$ cat src/rtl/instr_check_monitor_pkg.sv
// Shared definitions for the SAP-2 instruction-level check monitor.
// State constants stay plain logic vectors so legacy benches can compare them directly.
package instr_check_monitor_pkg;

   localparam int unsigned MON_DATA_WIDTH = 8;

   typedef logic [2:0] mon_state_t;

   localparam mon_state_t MON_IDLE       = 3'd0;
   localparam mon_state_t MON_WAIT_INSTR = 3'd1;
   localparam mon_state_t MON_SAMPLE     = 3'd2;
   localparam mon_state_t MON_WAIT_HALT  = 3'd3;
   localparam mon_state_t MON_DONE       = 3'd4;

endpackage

$ cat src/rtl/instr_check_monitor_if.sv
// CPU observation and expectation-table write bus of the check monitor.
// The master side (bench or self-test sequencer) drives it; the monitor consumes it.
interface instr_check_monitor_if
   import instr_check_monitor_pkg::*;
#(
   parameter int unsigned DATA_WIDTH = MON_DATA_WIDTH,
   parameter int unsigned NUM_CH     = 4,
   parameter int unsigned MAX_STEPS  = 16
);
   localparam int unsigned STEP_W = $clog2(MAX_STEPS + 1);

   logic                         instr_complete;
   logic                         halt;
   logic [NUM_CH*DATA_WIDTH-1:0] ch_value;
   logic                         exp_wr_en;
   logic [STEP_W-1:0]            exp_wr_step;
   logic [NUM_CH*DATA_WIDTH-1:0] exp_wr_data;
   logic [NUM_CH-1:0]            exp_wr_mask;

   modport master (
      output instr_complete, halt, ch_value,
      output exp_wr_en, exp_wr_step, exp_wr_data, exp_wr_mask
   );

   modport slave (
      input instr_complete, halt, ch_value,
      input exp_wr_en, exp_wr_step, exp_wr_data, exp_wr_mask
   );

endinterface

$ cat src/rtl/instr_check_monitor_exp_table.sv
// Per-step expectation table: one write port, one asynchronous read port.
// Only the masks are reset, so an unwritten entry compares nothing.
module mon_exp_table
   import instr_check_monitor_pkg::*;
#(
   parameter int unsigned DATA_WIDTH = MON_DATA_WIDTH,
   parameter int unsigned NUM_CH     = 4,
   parameter int unsigned MAX_STEPS  = 16,
   parameter int unsigned STEP_W     = $clog2(MAX_STEPS + 1),
   parameter int unsigned IDX_W      = (MAX_STEPS > 1) ? $clog2(MAX_STEPS) : 1
) (
   input  logic                         clk,
   input  logic                         reset_n,
   input  logic                         wr_en,
   input  logic [STEP_W-1:0]            wr_step,
   input  logic [NUM_CH*DATA_WIDTH-1:0] wr_data,
   input  logic [NUM_CH-1:0]            wr_mask,
   input  logic [IDX_W-1:0]             rd_step,
   output logic [NUM_CH*DATA_WIDTH-1:0] rd_data,
   output logic [NUM_CH-1:0]            rd_mask
);

   logic [NUM_CH*DATA_WIDTH-1:0] data_q [MAX_STEPS];
   logic [NUM_CH-1:0]            mask_q [MAX_STEPS];
   logic                         wr_ok;
   logic [IDX_W-1:0]             wr_idx;

   assign wr_ok  = wr_en && (wr_step < STEP_W'(MAX_STEPS));
   assign wr_idx = wr_step[IDX_W-1:0];

   always_ff @(posedge clk or negedge reset_n) begin
      if (!reset_n) begin
         for (int unsigned i = 0; i < MAX_STEPS; i++) begin
            mask_q[i] <= '0;
         end
      end else if (wr_ok) begin
         mask_q[wr_idx] <= wr_mask;
      end
   end

   always_ff @(posedge clk) begin
      if (wr_ok) begin
         data_q[wr_idx] <= wr_data;
      end
   end

   assign rd_data = data_q[rd_step];
   assign rd_mask = mask_q[rd_step];

endmodule

$ cat src/rtl/instr_check_monitor.sv
// Instruction-level checker: samples CPU state one cycle after each retire,
// compares against the expectation table, then enforces a halt deadline.
module instr_check_monitor
   import instr_check_monitor_pkg::*;
#(
   parameter int unsigned DATA_WIDTH   = MON_DATA_WIDTH,
   parameter int unsigned NUM_CH       = 4,
   parameter int unsigned MAX_STEPS    = 16,
   parameter int unsigned HALT_TIMEOUT = 20,
   localparam int unsigned STEP_W      = $clog2(MAX_STEPS + 1)
) (
   input  logic                   clk,
   input  logic                   reset_n,
   input  logic                   start,
   input  logic [STEP_W-1:0]      num_steps,
   instr_check_monitor_if.slave   bus,
   output logic                   busy,
   output logic                   done,
   output logic                   pass,
   output logic [STEP_W-1:0]      fail_count,
   output logic [STEP_W-1:0]      first_fail_step,
   output logic [NUM_CH-1:0]      first_fail_ch,
   output logic                   timeout_err,
   output logic                   early_halt_err,
   output logic                   overrun_err
);

   localparam int unsigned       TMR_W    = $clog2(HALT_TIMEOUT + 1);
   localparam int unsigned       IDX_W    = (MAX_STEPS > 1) ? $clog2(MAX_STEPS) : 1;
   localparam logic [STEP_W-1:0] STEP_MAX = STEP_W'(MAX_STEPS);
   localparam logic [STEP_W-1:0] CNT_SAT  = '1;
   localparam logic [TMR_W-1:0]  TMR_LAST = TMR_W'(HALT_TIMEOUT - 1);

   mon_state_t        state_q, state_d;
   logic [STEP_W-1:0] step_idx_q, step_idx_d;
   logic [STEP_W-1:0] num_q, num_d;
   logic [TMR_W-1:0]  timer_q, timer_d;
   logic [STEP_W-1:0] fail_cnt_q, fail_cnt_d;
   logic [STEP_W-1:0] ff_step_q, ff_step_d;
   logic [NUM_CH-1:0] ff_ch_q, ff_ch_d;
   logic              to_q, to_d;
   logic              eh_q, eh_d;
   logic              ov_q, ov_d;

   logic [NUM_CH*DATA_WIDTH-1:0] exp_data;
   logic [NUM_CH-1:0]            exp_mask;
   logic [NUM_CH-1:0]            ch_ne;
   logic [NUM_CH-1:0]            mism;

   assign busy = (state_q == MON_WAIT_INSTR) || (state_q == MON_SAMPLE) ||
                 (state_q == MON_WAIT_HALT);

   mon_exp_table #(
      .DATA_WIDTH (DATA_WIDTH),
      .NUM_CH     (NUM_CH),
      .MAX_STEPS  (MAX_STEPS),
      .STEP_W     (STEP_W),
      .IDX_W      (IDX_W)
   ) u_table (
      .clk     (clk),
      .reset_n (reset_n),
      .wr_en   (bus.exp_wr_en && !busy),
      .wr_step (bus.exp_wr_step),
      .wr_data (bus.exp_wr_data),
      .wr_mask (bus.exp_wr_mask),
      .rd_step (step_idx_q[IDX_W-1:0]),
      .rd_data (exp_data),
      .rd_mask (exp_mask)
   );

   always_comb begin
      ch_ne = '0;
      for (int unsigned c = 0; c < NUM_CH; c++) begin
         ch_ne[c] = bus.ch_value[c*DATA_WIDTH +: DATA_WIDTH] !=
                    exp_data[c*DATA_WIDTH +: DATA_WIDTH];
      end
      mism = ch_ne & exp_mask;
   end

   always_comb begin
      state_d    = state_q;
      step_idx_d = step_idx_q;
      num_d      = num_q;
      timer_d    = timer_q;
      fail_cnt_d = fail_cnt_q;
      ff_step_d  = ff_step_q;
      ff_ch_d    = ff_ch_q;
      to_d       = to_q;
      eh_d       = eh_q;
      ov_d       = ov_q;
      case (state_q)
         MON_IDLE, MON_DONE: begin
            if (start) begin
               state_d    = (num_steps == '0) ? MON_WAIT_HALT : MON_WAIT_INSTR;
               step_idx_d = '0;
               timer_d    = '0;
               num_d      = (num_steps > STEP_MAX) ? STEP_MAX : num_steps;
               fail_cnt_d = '0;
               ff_step_d  = '1;
               ff_ch_d    = '0;
               to_d       = 1'b0;
               eh_d       = 1'b0;
               ov_d       = 1'b0;
            end
         end
         MON_WAIT_INSTR: begin
            if (bus.halt) begin
               eh_d    = 1'b1;
               state_d = MON_DONE;
            end else if (bus.instr_complete) begin
               state_d = MON_SAMPLE;
            end
         end
         MON_SAMPLE: begin
            // fail_cnt saturates and never wraps, so zero still means "no failure yet"
            if (mism != '0) begin
               if (fail_cnt_q != CNT_SAT) fail_cnt_d = fail_cnt_q + 1'b1;
               if (fail_cnt_q == '0) begin
                  ff_step_d = step_idx_q;
                  ff_ch_d   = mism;
               end
            end
            if (bus.instr_complete) ov_d = 1'b1;
            step_idx_d = step_idx_q + 1'b1;
            if (step_idx_d == num_q) begin
               state_d = MON_WAIT_HALT;
               timer_d = '0;
            end else begin
               state_d = MON_WAIT_INSTR;
            end
         end
         MON_WAIT_HALT: begin
            if (bus.halt) begin
               state_d = MON_DONE;
            end else if (timer_q == TMR_LAST) begin
               to_d    = 1'b1;
               state_d = MON_DONE;
            end else begin
               timer_d = timer_q + 1'b1;
            end
         end
         default: state_d = MON_IDLE;
      endcase
   end

   always_ff @(posedge clk or negedge reset_n) begin
      if (!reset_n) begin
         state_q    <= MON_IDLE;
         step_idx_q <= '0;
         num_q      <= '0;
         timer_q    <= '0;
         fail_cnt_q <= '0;
         ff_step_q  <= '1;
         ff_ch_q    <= '0;
         to_q       <= 1'b0;
         eh_q       <= 1'b0;
         ov_q       <= 1'b0;
      end else begin
         state_q    <= state_d;
         step_idx_q <= step_idx_d;
         num_q      <= num_d;
         timer_q    <= timer_d;
         fail_cnt_q <= fail_cnt_d;
         ff_step_q  <= ff_step_d;
         ff_ch_q    <= ff_ch_d;
         to_q       <= to_d;
         eh_q       <= eh_d;
         ov_q       <= ov_d;
      end
   end

   assign done            = (state_q == MON_DONE);
   assign pass            = done && (fail_cnt_q == '0) && !to_q && !eh_q;
   assign fail_count      = fail_cnt_q;
   assign first_fail_step = ff_step_q;
   assign first_fail_ch   = ff_ch_q;
   assign timeout_err     = to_q;
   assign early_halt_err  = eh_q;
   assign overrun_err     = ov_q;

endmodule

$ cat src/flat_wrapper.sv
// flat-port wrapper written by rule: the top's interface ports become plain ports
module instr_check_monitor_flat import instr_check_monitor_pkg::*;
#(
   parameter int unsigned DATA_WIDTH   = MON_DATA_WIDTH,
   parameter int unsigned NUM_CH       = 4,
   parameter int unsigned MAX_STEPS    = 16,
   parameter int unsigned HALT_TIMEOUT = 20,
   localparam int unsigned STEP_W      = $clog2(MAX_STEPS + 1)
)
  (clk, reset_n, start, num_steps, busy, done, pass, fail_count, first_fail_step, first_fail_ch, timeout_err, early_halt_err, overrun_err, bus_instr_complete, bus_halt, bus_ch_value, bus_exp_wr_en, bus_exp_wr_step, bus_exp_wr_data, bus_exp_wr_mask);
  instr_check_monitor_if #(.DATA_WIDTH(DATA_WIDTH), .NUM_CH(NUM_CH), .MAX_STEPS(MAX_STEPS)) bus_i ();
  input  logic clk;
  input  logic reset_n;
  input  logic start;
  input  logic [STEP_W-1:0] num_steps;
  output logic busy;
  output logic done;
  output logic pass;
  output logic [STEP_W-1:0] fail_count;
  output logic [STEP_W-1:0] first_fail_step;
  output logic [NUM_CH-1:0] first_fail_ch;
  output logic timeout_err;
  output logic early_halt_err;
  output logic overrun_err;
  input wire logic [$bits(bus_i.instr_complete)-1:0] bus_instr_complete;
  input wire logic [$bits(bus_i.halt)-1:0] bus_halt;
  input wire logic [$bits(bus_i.ch_value)-1:0] bus_ch_value;
  input wire logic [$bits(bus_i.exp_wr_en)-1:0] bus_exp_wr_en;
  input wire logic [$bits(bus_i.exp_wr_step)-1:0] bus_exp_wr_step;
  input wire logic [$bits(bus_i.exp_wr_data)-1:0] bus_exp_wr_data;
  input wire logic [$bits(bus_i.exp_wr_mask)-1:0] bus_exp_wr_mask;
  assign bus_i.instr_complete = bus_instr_complete;
  assign bus_i.halt = bus_halt;
  assign bus_i.ch_value = bus_ch_value;
  assign bus_i.exp_wr_en = bus_exp_wr_en;
  assign bus_i.exp_wr_step = bus_exp_wr_step;
  assign bus_i.exp_wr_data = bus_exp_wr_data;
  assign bus_i.exp_wr_mask = bus_exp_wr_mask;
  instr_check_monitor #(.DATA_WIDTH(DATA_WIDTH), .NUM_CH(NUM_CH), .MAX_STEPS(MAX_STEPS), .HALT_TIMEOUT(HALT_TIMEOUT)) u_core (.clk(clk), .reset_n(reset_n), .start(start), .num_steps(num_steps), .bus(bus_i), .busy(busy), .done(done), .pass(pass), .fail_count(fail_count), .first_fail_step(first_fail_step), .first_fail_ch(first_fail_ch), .timeout_err(timeout_err), .early_halt_err(early_halt_err), .overrun_err(overrun_err));
endmodule
$ cat config.mk
export PLATFORM = sky130hd
export DESIGN_NAME = instr_check_monitor_flat
export DESIGN_NICKNAME = d
export VERILOG_FILES = /design/src/rtl/instr_check_monitor_pkg.sv /design/src/rtl/instr_check_monitor_if.sv /design/src/rtl/instr_check_monitor_exp_table.sv /design/src/rtl/instr_check_monitor.sv /design/src/flat_wrapper.sv
export SDC_FILE = /design/constraint.sdc
export NUM_CORES = 1
export LEC_CHECK = 0
export BUFFER_PORTS_ARGS = -buffer_cell sky130_fd_sc_hd__buf_2
export CORE_MARGIN = 4
export CORE_UTILIZATION = 45
export CTS_CLUSTER_SIZE = 28
export DETAILED_ROUTE_END_ITERATION = 12
export GPL_ROUTABILITY_DRIVEN = 0
export SYNTH_ARGS = -nofsm -noshare
export SYNTH_HDL_FRONTEND = slang
export SYNTH_SLANG_ARGS = --single-unit
$ cat constraint.sdc
create_clock -name clk -period 4.4 [get_ports clk]
set_input_delay 0.88 -clock clk [delete_from_list [all_inputs] [get_ports clk]]
set_output_delay 0.88 -clock clk [all_outputs]
set_load 0.02 [all_outputs]
# Word-level counts from Yosys, hierarchy flattened
# Memories as Yosys holds them, arrays and structs flattened.
# Cells that the tools add are included.
[totals]
reg_bits = 99
latch_bits = 0
ram_bits = 512
mem_bits_ro = 0
output_inout_bits = 20
mem_count = 1
[mem_list]
columns = ["name", "depth", "word_bits", "rd", "rd_clocked_by_memory_dff", "write_ports", "line_no", "rtl"]
rows = [
  ["u_core.u_table.data_q", 16, 32, 1, 0, 1, "instr_check_monitor_exp_table.sv:23", "logic [NUM_CH*DATA_WIDTH-1:0] data_q [MAX_STEPS];"],
]
[op_classes]
addsub = 3
mul = 0
div_mod_pow = 0
n_lt_le_gt_ge = 5
n_eq_ne = 23
n_shift = 0
mux = 42
bitwise = 3
reduce_logical = 29
[ops]
columns = ["operator", "n"]
rows = [
  ["bitwise mux 64 bit", 1],
  ["two-way mux 5 bit", 10],
  ["!= test 8 bit", 4],
  ["case mux 5 bit (2 select lines)", 3],
  ["two-way mux 4 bit", 6],
  ["!= test 2 bit (second input constant)", 10],
  ["binary-select mux 4 bit (select 4 bit)", 1],
  ["demux 4 bit (select 4 bit)", 1],
  ["adder 5 x 1 -> 5 bit (second input constant)", 3],
  ["two-way mux 3 bit", 5],
  ["case mux 5 bit (3 select lines)", 1],
  ["case mux 3 bit (4 select lines)", 1],
  ["AND reduction 4 bit", 3],
  [">= comparator 5 bit (second input constant)", 2],
  ["logical NOT 5 bit", 2],
  ["inverter 4 -> 5 bit", 2],
  ["AND reduction 3 bit", 3],
  ["case mux 4 bit (2 select lines)", 1],
  ["two-way mux 1 bit", 7],
  ["== test 3 x 2 -> 1 bit (second input constant)", 2],
  ["logical AND 1 bit", 6],
  ["!= test 3 bit (second input constant)", 2],
  ["case mux 1 bit (2 select lines)", 3],
  ["nonzero test 2 bit", 3],
  ["18 further kinds", 23],
]

# Logic depth before layout (Yosys ltp)
# Gate-level depths: netlist of run 1.
[depth]
word_depth = 8
mapped_depth = 13

# By module
# From an unflattened synthesis of run 1, not the netlist that was laid out.
[unflattened]
hier_cells = 1218
area_unflattened_um2 = 24303.3
[modules_own_cells]
columns = ["mod", "instances", "cells_per_inst", "area_per_inst_um2"]
rows = [
  ["mon_exp_table", 1, 985, 22113.7],
  ["instr_check_monitor", 1, 233, 2189.6],
]

# Worst setup path before layout of run 1
# No wires, ideal clock.
[synth_timing]
kind = "input port to flip-flop"
start = "in bus_exp_wr_step[4]"
end = "reg u_core.u_table.mask_q[48] (netlist name)"
arrival_time_ns = 4.549
required_ns = 4.275
path_slack_ns = -0.274
cell_stages = 5
path_cell_list = "or3b_2 > inv_1 > nand3_1 > nor3_1 > mux2_2"
[synth_via]
elab_chain_len = 2
[synth_lines]
columns = ["element", "line_no", "rtl"]
rows = [
  ["start, declared", "flat_wrapper.sv:29", "input wire logic [$bits(bus_i.exp_wr_step)-1:0] bus_exp_wr_step;"],
  ["less-than comparator 5 bit", "instr_check_monitor_exp_table.sv:28", "assign wr_ok = wr_en && (wr_step < STEP_W'(MAX_STEPS));"],
  ["logical AND 1 bit", "instr_check_monitor_exp_table.sv:28", ""],
  ["end signal, assigned by index", "instr_check_monitor_exp_table.sv:37", "mask_q[wr_idx] <= wr_mask;"],
  ["end, declared", "instr_check_monitor_exp_table.sv:24", "logic [NUM_CH-1:0] mask_q [MAX_STEPS];"],
]
# No other way between the ends.
# A chain may end at the register's enable or synchronous reset.

# Final worst setup path of run 1
[layout_timing]
start = "reg u_core.step_idx_q[1]"
end = "reg u_core.fail_cnt_q[1] (netlist: u_core.fail_count[1])"
[layout_via]
elab_chain_len = 8
[layout_lines]
columns = ["element", "line_no", "rtl"]
rows = [
  ["start, declared", "instr_check_monitor.sv:35", "logic [STEP_W-1:0] step_idx_q, step_idx_d;"],
  ["start signal, assigned", "instr_check_monitor.sv:160", "step_idx_q <= step_idx_d;"],
  ["branches (longest 4 deep; another with memory read (16 x 32 bit))", "n/a", ""],
  ["bitwise AND 4 bit *", "instr_check_monitor.sv:77", "mism = ch_ne & exp_mask;"],
  ["nonzero test 4 bit *", "instr_check_monitor.sv:116", "if (mism != '0) begin"],
  ["!= test 2 bit (no line) *", "n/a", ""],
  ["AND reduction 4 bit (no line) *", "n/a", ""],
  ["end signal, assigned", "instr_check_monitor.sv:163", "fail_cnt_q <= fail_cnt_d;"],
  ["end, declared", "instr_check_monitor.sv:38", "logic [STEP_W-1:0] fail_cnt_q, fail_cnt_d;"],
]
# Mark *: on every way between the ends. The select of a mux whose other input is x is not followed.

==> results.json, run 1 <==
{
  "place_inst": 2132,
  "antenna_found_initial": 4,
  "vdd_drop_max_uv": 386,
  "p_sw_mw": 4.22,
  "synth_seq_cells": 611,
  "seqPwrFrac_pct": 44.5,
  "synth-edff-count": 512,
  "worst_clock_skew_ps": 31.4,
  "drc": 0,
  "maxCapViolCount": 0,
  "ctsHoldBuffers": 0,
  "mostFrequentLayoutCell": "edfxtp_1",
  "grt_pass1_wl_um": 89200,
  "synth-compound-area-share_pct": 3.03,
  "viasPerCell": 5.78,
  "end_kind": "flop",
  "cts_htree_levels": 2,
  "design_area_mm2": 0.0285,
  "clock-sinks": 611,
  "yosysSeqAreaShare_pct": 72.0,
  "cts_tree": "built",
  "critical_path_class": "flop to flop",
  "finalPower_mw": 15.4,
  "final_cells": 2242,
  "final_nets": 1588,
  "async_reset_ff_share_pct": 16.2,
  "relSlewSlack_pct": 32.1,
  "period_share_pct": 90.5,
  "die_y_um": 243,
  "yosysWarnings": 0,
  "yosys.area_share.simple_pct": 3.84,
  "layout_common_cells": "edfxtp_1 (512), mux4_2 (129), buf_2 (102)",
  "synth_top_flop_cell": "edfxtp_1",
  "power.share.clock_pct": 31.6,
  "critPathRequiredTime_ps": 4930,
  "internal_power_mw": 11.2,
  "power.density_mw_per_mm2": 542,
  "synth_top_family_by_area": "multiplexers",
  "slew_viol_final": 0,
  "area_growth_pct": 14.7,
  "antenna_left": 0,
  "worst-path-max-fanout": 39,
  "insertion_delay_ps": 610,
  "synthAdderAreaFrac_pct": 0.252,
  "finalWirelength_um": 59900,
  "cts_setup_buffers": 0,
  "rsz0062_at_grt": "false",
  "detailroute.via_count": 13000,
  "clockRootBuffer": "clkbuf_16",
  "synth_xor_area_share_pct": 2.47,
  "syn_nets": 1419,
  "coreArea_mm2": 0.0542,
  "cts_made_buffers": 61,
  "status": "finished, final reports clean",
  "row_count": 85,
  "finalHoldViolCount": 0,
  "synthMuxAreaShare_pct": 16.9,
  "p_sw_share_pct": 27.3,
  "cts.clk_slew.worst_paths_ps": 60,
  "postCtsResizedCells": 0,
  "hold_slack_ps": 421,
  "p_comb_share_pct": 23.8,
  "avgRoutedWirePerCell_um": 26.7,
  "cp.arrival_ps": 4510,
  "power_leakage_nw": 9.80,
  "syn_inst": 1330,
  "synth_area_per_cell_um2": 18.7,
  "hpwlAfterDp_um": 36700,
  "drtIter0Drc": 1262,
  "grt_usage_pct": 20.2,
  "finalSetupViolations": 0,
  "start_kind": "flop",
  "tightest_slew_ps": 1020,
  "clockBufferDepth": 3,
  "fp.dieArea_mm2": 0.0589,
  "dieWidth_um": 243,
  "drive_above_1_share_pct": 29.0,
  "io-pin-count": 104,
  "first_pass_iters": 5,
  "numPortBuffers": 103,
  "placed_cell_area_mm2": 0.0266,
  "grt_pass1_vias": 13600,
  "start_util_pct": 45.7,
  "hold_path_class": "input port to async pin",
  "setup_tns_ps": 0,
  "netlist_area_mm2": 0.0248,
  "synth_cell_types": 60,
  "clock.fmax_ghz": 0.251,
  "period_needed_ps": 3980,
  "grt_overflow_total": 0,
  "grt_max_degree": 76
}
metal layers:
| metal | part of all wire [%] | GRT usage (%) | wire length (um) | vias to the layer above |
|---|---|---|---|---|
| li1 | - | - | - | 5641 |
| met1 | 44 | 29.0 | 26500 | 6877 |
| met2 | 49 | 33.1 | 29400 | 351 |
| met3 | 4.8 | 3.43 | 2890 | 84 |
| met4 | 1.7 | 4.23 | 1030 | 2 |
| met5 | 0.022 | 0 | 13 | - |
worst paths after layout:
path / from / to / slack (ps) / depth (start not counted)
max: u_core.step_idx_q[1] / u_core.fail_count[1] / 420 / 11
min: reset_n / u_core.timer_q[4] / 420 / 1
max reg2reg: u_core.step_idx_q[1] / u_core.fail_count[1] / 420 / 11
min reg2reg: u_core.u_table.mask_q[53] / u_core.u_table.mask_q[53] / 470 / 2
max in group asynchronous: reset_n / u_core.u_table.mask_q[41] / 3010 / 2
min in group clk: u_core.u_table.mask_q[53] / u_core.u_table.mask_q[53] / 470 / 2
flip-flops by register name, indices dropped and copies added (netlist names):
name	count
u_core.early_halt_err	1
u_core.fail_count	5
u_core.first_fail_ch	4
u_core.first_fail_step	5
u_core.num_q	5
u_core.overrun_err	1
u_core.state_q	3
u_core.step_idx_q	5
u_core.timeout_err	1
u_core.timer_q	5
u_core.u_table.data_q	512
u_core.u_table.mask_q	64
worst max-delay path, cell delays in order, from the launching register on:
cell       delay, ps
dfrtp_4          690
buf_12           310
buf_4            270
mux4_2           320
mux2i_1          170
xnor2_1          100
o41ai_1          590
buf_4            200
a41oi_1          310
o41ai_4          480
a21oi_1          190
o2bb2ai_1        200
area by class of cell:
type | instances | area (um^2)
Inverter | 19 | 71.3
Multi-Input combinational cell | 644 | 6650
Sequential cell | 611 | 17900
Fill cell | 4322 | 25800
Timing Repair Buffer | 162 | 1150
Antenna cell | 1 | 2.50
Tap cell | 696 | 871
Clock buffer | 74 | 1580
Clock inverter | 35 | 269
per-stage QoR:
| stage | setup WS [ps] | util [%] |
|---|---|---|
| 6_report | 419 | 52.5 |
| 5_1_grt | 236 | 52.5 |
| 4_1_cts | 357 | 52.5 |
| 3_5_place_dp | 382 | 49.1 |
| 3_3_place_gp | 433 | 49.1 |
| 2_1_floorplan | 677 | - |
synth_stat cells (all sizes together), types with 6 or more instances:
cell / count / share of area (%)
edfxtp: 512 / 62
mux4: 129 / 12
nand2: 100 / 1.5
dfrtp: 94 / 9.5
mux2i: 79 / 3.2
xnor2: 46 / 1.6
mux2: 44 / 2.0
nor2: 44 / 0.67
buf: 32 / 0.87
clkbuf: 24 / 0.36
xor2: 24 / 0.85
nand3: 23 / 0.46
o21ai: 21 / 0.42
a21oi: 20 / 0.40
inv: 19 / 0.29
a22oi: 18 / 0.54
nor3: 10 / 0.25
a21o: 6 / 0.18
a221oi: 6 / 0.21
a22o: 6 / 0.21
nand3b: 6 / 0.18
cell families after synthesis:
family          count (synthesis)
simple gates                  211
mux                           252
flops                         611
compound gates                106
fa+ha+maj                       5
xor+xnor                       70
buf+inv                        75
power groups by stage:
stage | clock network [mW] | logic [mW] | registers [mW]
after floorplan | 0 | 2.81 | 6.89
after global placement | 0 | 3.69 | 6.97
after detailed placement | 0 | 3.73 | 6.99
after CTS | 4.99 | 3.75 | 6.87
after global routing | 5.24 | 3.97 | 6.92
final | 4.88 | 3.68 | 6.87
(Power assumes the default switching activity.)
==> run 2: changes to the inputs <==
Settings changed: SYNTH_HIERARCHICAL set to 1.
==> run 2 against run 1 <==
- register-to-register slack barely moved
- global-route usage shrank 0.39 points
- clock skew is 9.3 ps lower
- sequential cell count stayed put
- highest routed layer unchanged
- critical path type unchanged
==> results.json, run 2 <==
{
  "status": "finished, final reports clean",
  "yosysWarnings": 6,
  "synth-edff-count": 512,
  "hpwlAfterDp_um": 33300,
  "power.density_mw_per_mm2": 512,
  "tightest_slew_ps": 1030,
  "viasPerCell": 5.83,
  "coreArea_mm2": 0.0530,
  "post-route-util_pct": 52.7,
  "synth.most_common_cell": "edfxtp_1",
  "critPathRequiredTime_ps": 4920,
  "worst_clock_skew_ps": 22.1,
  "dieWidth_um": 240,
  "synth_top_area_share_pct": 63.3,
  "synth_area_per_cell_um2": 20.0,
  "largest_reg_flops": 512,
  "yosys-top-cells-count": "edfxtp_1 (512), mux4_2 (144), dfrtp_1 (94)",
  "insertion_delay_ps": 610,
  "layout_common_cells": "edfxtp_1 (512), mux4_2 (144), buf_2 (102)",
  "period_needed_ps": 3990,
  "largest_registers": "u_core/u_table/data_q (512), u_core/u_table/mask_q (64)",
  "drtIter0Drc": 1067,
  "place_inst": 2001,
  "synth_seq_cells": 611,
  "cts_made_buffers": 59,
  "first_pass_iters": 5,
  "finalWirelength_um": 56700,
  "yosysSeqAreaShare_pct": 73.5,
  "cts_setup_buffers": 0,
  "rsz0062_at_grt": "false",
  "grt_overflow_total": 0,
  "hold_path_class": "input port to async pin",
  "design_area_mm2": 0.0279,
  "numPortBuffers": 103,
  "critical_path_class": "flop to flop",
  "cts_htree_levels": 2,
  "antenna_left": 0,
  "drc": 0,
  "clock-sinks": 611,
  "synth_cell_types": 53,
  "period_share_pct": 90.6,
  "setup_tns_ps": 0,
  "syn_nets": 1307,
  "yosys.area.top_type": "edfxtp_1",
  "avgRoutedWirePerCell_um": 26.9,
  "slew_viol_final": 0,
  "antenna_cells": 0,
  "grt_pass1_vias": 12500,
  "vdd_drop_max_uv": 348,
  "final_cells": 2108,
  "cts.clk_slew.worst_paths_ps": 60,
  "clockRootBuffer": "clkbuf_16",
  "relSlewSlack_pct": 31.3,
  "placed_cell_area_mm2": 0.0260,
  "end_kind": "flop",
  "syn_inst": 1218,
  "detailroute.via_count": 12300,
  "mostFrequentLayoutCell": "edfxtp_1",
  "start_util_pct": 45.9,
  "drive_above_1_share_pct": 33.5,
  "cts_tree": "built",
  "synth.top_cells.by_area": "edfxtp_1 (63%), mux4_2 (13%), dfrtp_1 (9.7%)",
  "regMostFlops": "u_core/u_table/data_q",
  "antenna_found_initial": 1,
  "fp.dieArea_mm2": 0.0578,
  "netlist_area_mm2": 0.0243,
  "grt_pass1_wl_um": 83900,
  "hold_slack_ps": 454,
  "grt_usage_pct": 19.8,
  "ctsHoldBuffers": 0,
  "clock.fmax_ghz": 0.251,
  "io-pin-count": 104,
  "maxCapViolCount": 0,
  "clockBufferDepth": 3,
  "area_growth_pct": 14.9,
  "worst-path-max-fanout": 43,
  "row_count": 84,
  "cp.arrival_ps": 4510,
  "die_y_um": 240,
  "power_leakage_nw": 9.53,
  "grt_max_degree": 77,
  "finalHoldViolCount": 0,
  "synth_top_flop_cell": "edfxtp_1",
  "final_nets": 1463,
  "start_kind": "flop",
  "async_reset_ff_share_pct": 16.2,
  "finalSetupViolations": 0,
  "postCtsResizedCells": 0
}
## run 2: routing by layer
layer / vias to the layer above / global-route usage (%) / share of wire [%] / wire [um]
li1: 5288 / - / - / -
met1: 6625 / 28.3 / 43 / 24400
met2: 306 / 32.9 / 50 / 28500
met3: 72 / 2.79 / 4.8 / 2700
met4: 2 / 4.76 / 1.9 / 1060
met5: - / 0 / 0.023 / 13
## run 2: logic make-up (layout without fill, tap and decap cells)
logic type,Yosys count,after routing,share of synthesized area (%)
AOI/OAI and AO/OA,112,112,3.36
xor gates and xnor gates,40,40,1.50
adders and majority gates,5,5,0.257
buffers and inverters,80,282,1.57
DFF,611,611,73.5
muxes,216,216,16.7
and+or+nand+nor,154,154,3.17
## run 2: power breakdown
group / internal (mW) / total (mW) / switching (mW)
sequential: 6.63 / 6.87 / 0.240
clock: 2.88 / 4.99 / 2.11
combinational: 1.21 / 2.44 / 1.22
## run 2: layout make-up
cell class	instances	area, um^2
fill	4213	25000
sequential	611	17900
multi-input combinational	527	6120
clock buffer	73	1570
timing repair buffer	155	1100
tap	688	861
clock inverter	34	338
inverter	20	75.1
## run 2: worst paths after layout
| path | slack [ps] | depth (start not counted) | startpoint | end |
|---|---|---|---|---|
| max | 410 | 10 | u_core/step_idx_q[0] | u_core/first_fail_step[2] |
| min | 450 | 1 | reset_n | u_core/step_idx_q[3] |
| max reg2reg | 410 | 10 | u_core/step_idx_q[0] | u_core/first_fail_step[2] |
| min reg2reg | 480 | 1 | u_core/u_table/mask_q[32] | u_core/u_table/mask_q[32] |
| max in group asynchronous | 3080 | 2 | reset_n | u_core/timer_q[3] |
| min in group clk | 480 | 1 | u_core/u_table/mask_q[32] | u_core/u_table/mask_q[32] |
## run 2: worst max-delay path, stage by stage, from the launching register on
cell and delay (ps):
dfrtp_4 630, buf_12 340, mux4_2 560, a22oi_1 220, nand2_1 100, xnor2_1 260
nand4_1 140, o21ai_1 550, nand4_2 400, nand3_2 350, mux2i_1 240
## run 2: stage by stage
stage / setup slack (ps) / power (mW)
2_1_floorplan: 1020 / 8.72
3_3_place_gp: 486 / 9.42
3_5_place_dp: 428 / 9.46
4_1_cts: 407 / 14.5
5_1_grt: 119 / 14.9
6_report: 413 / 14.3
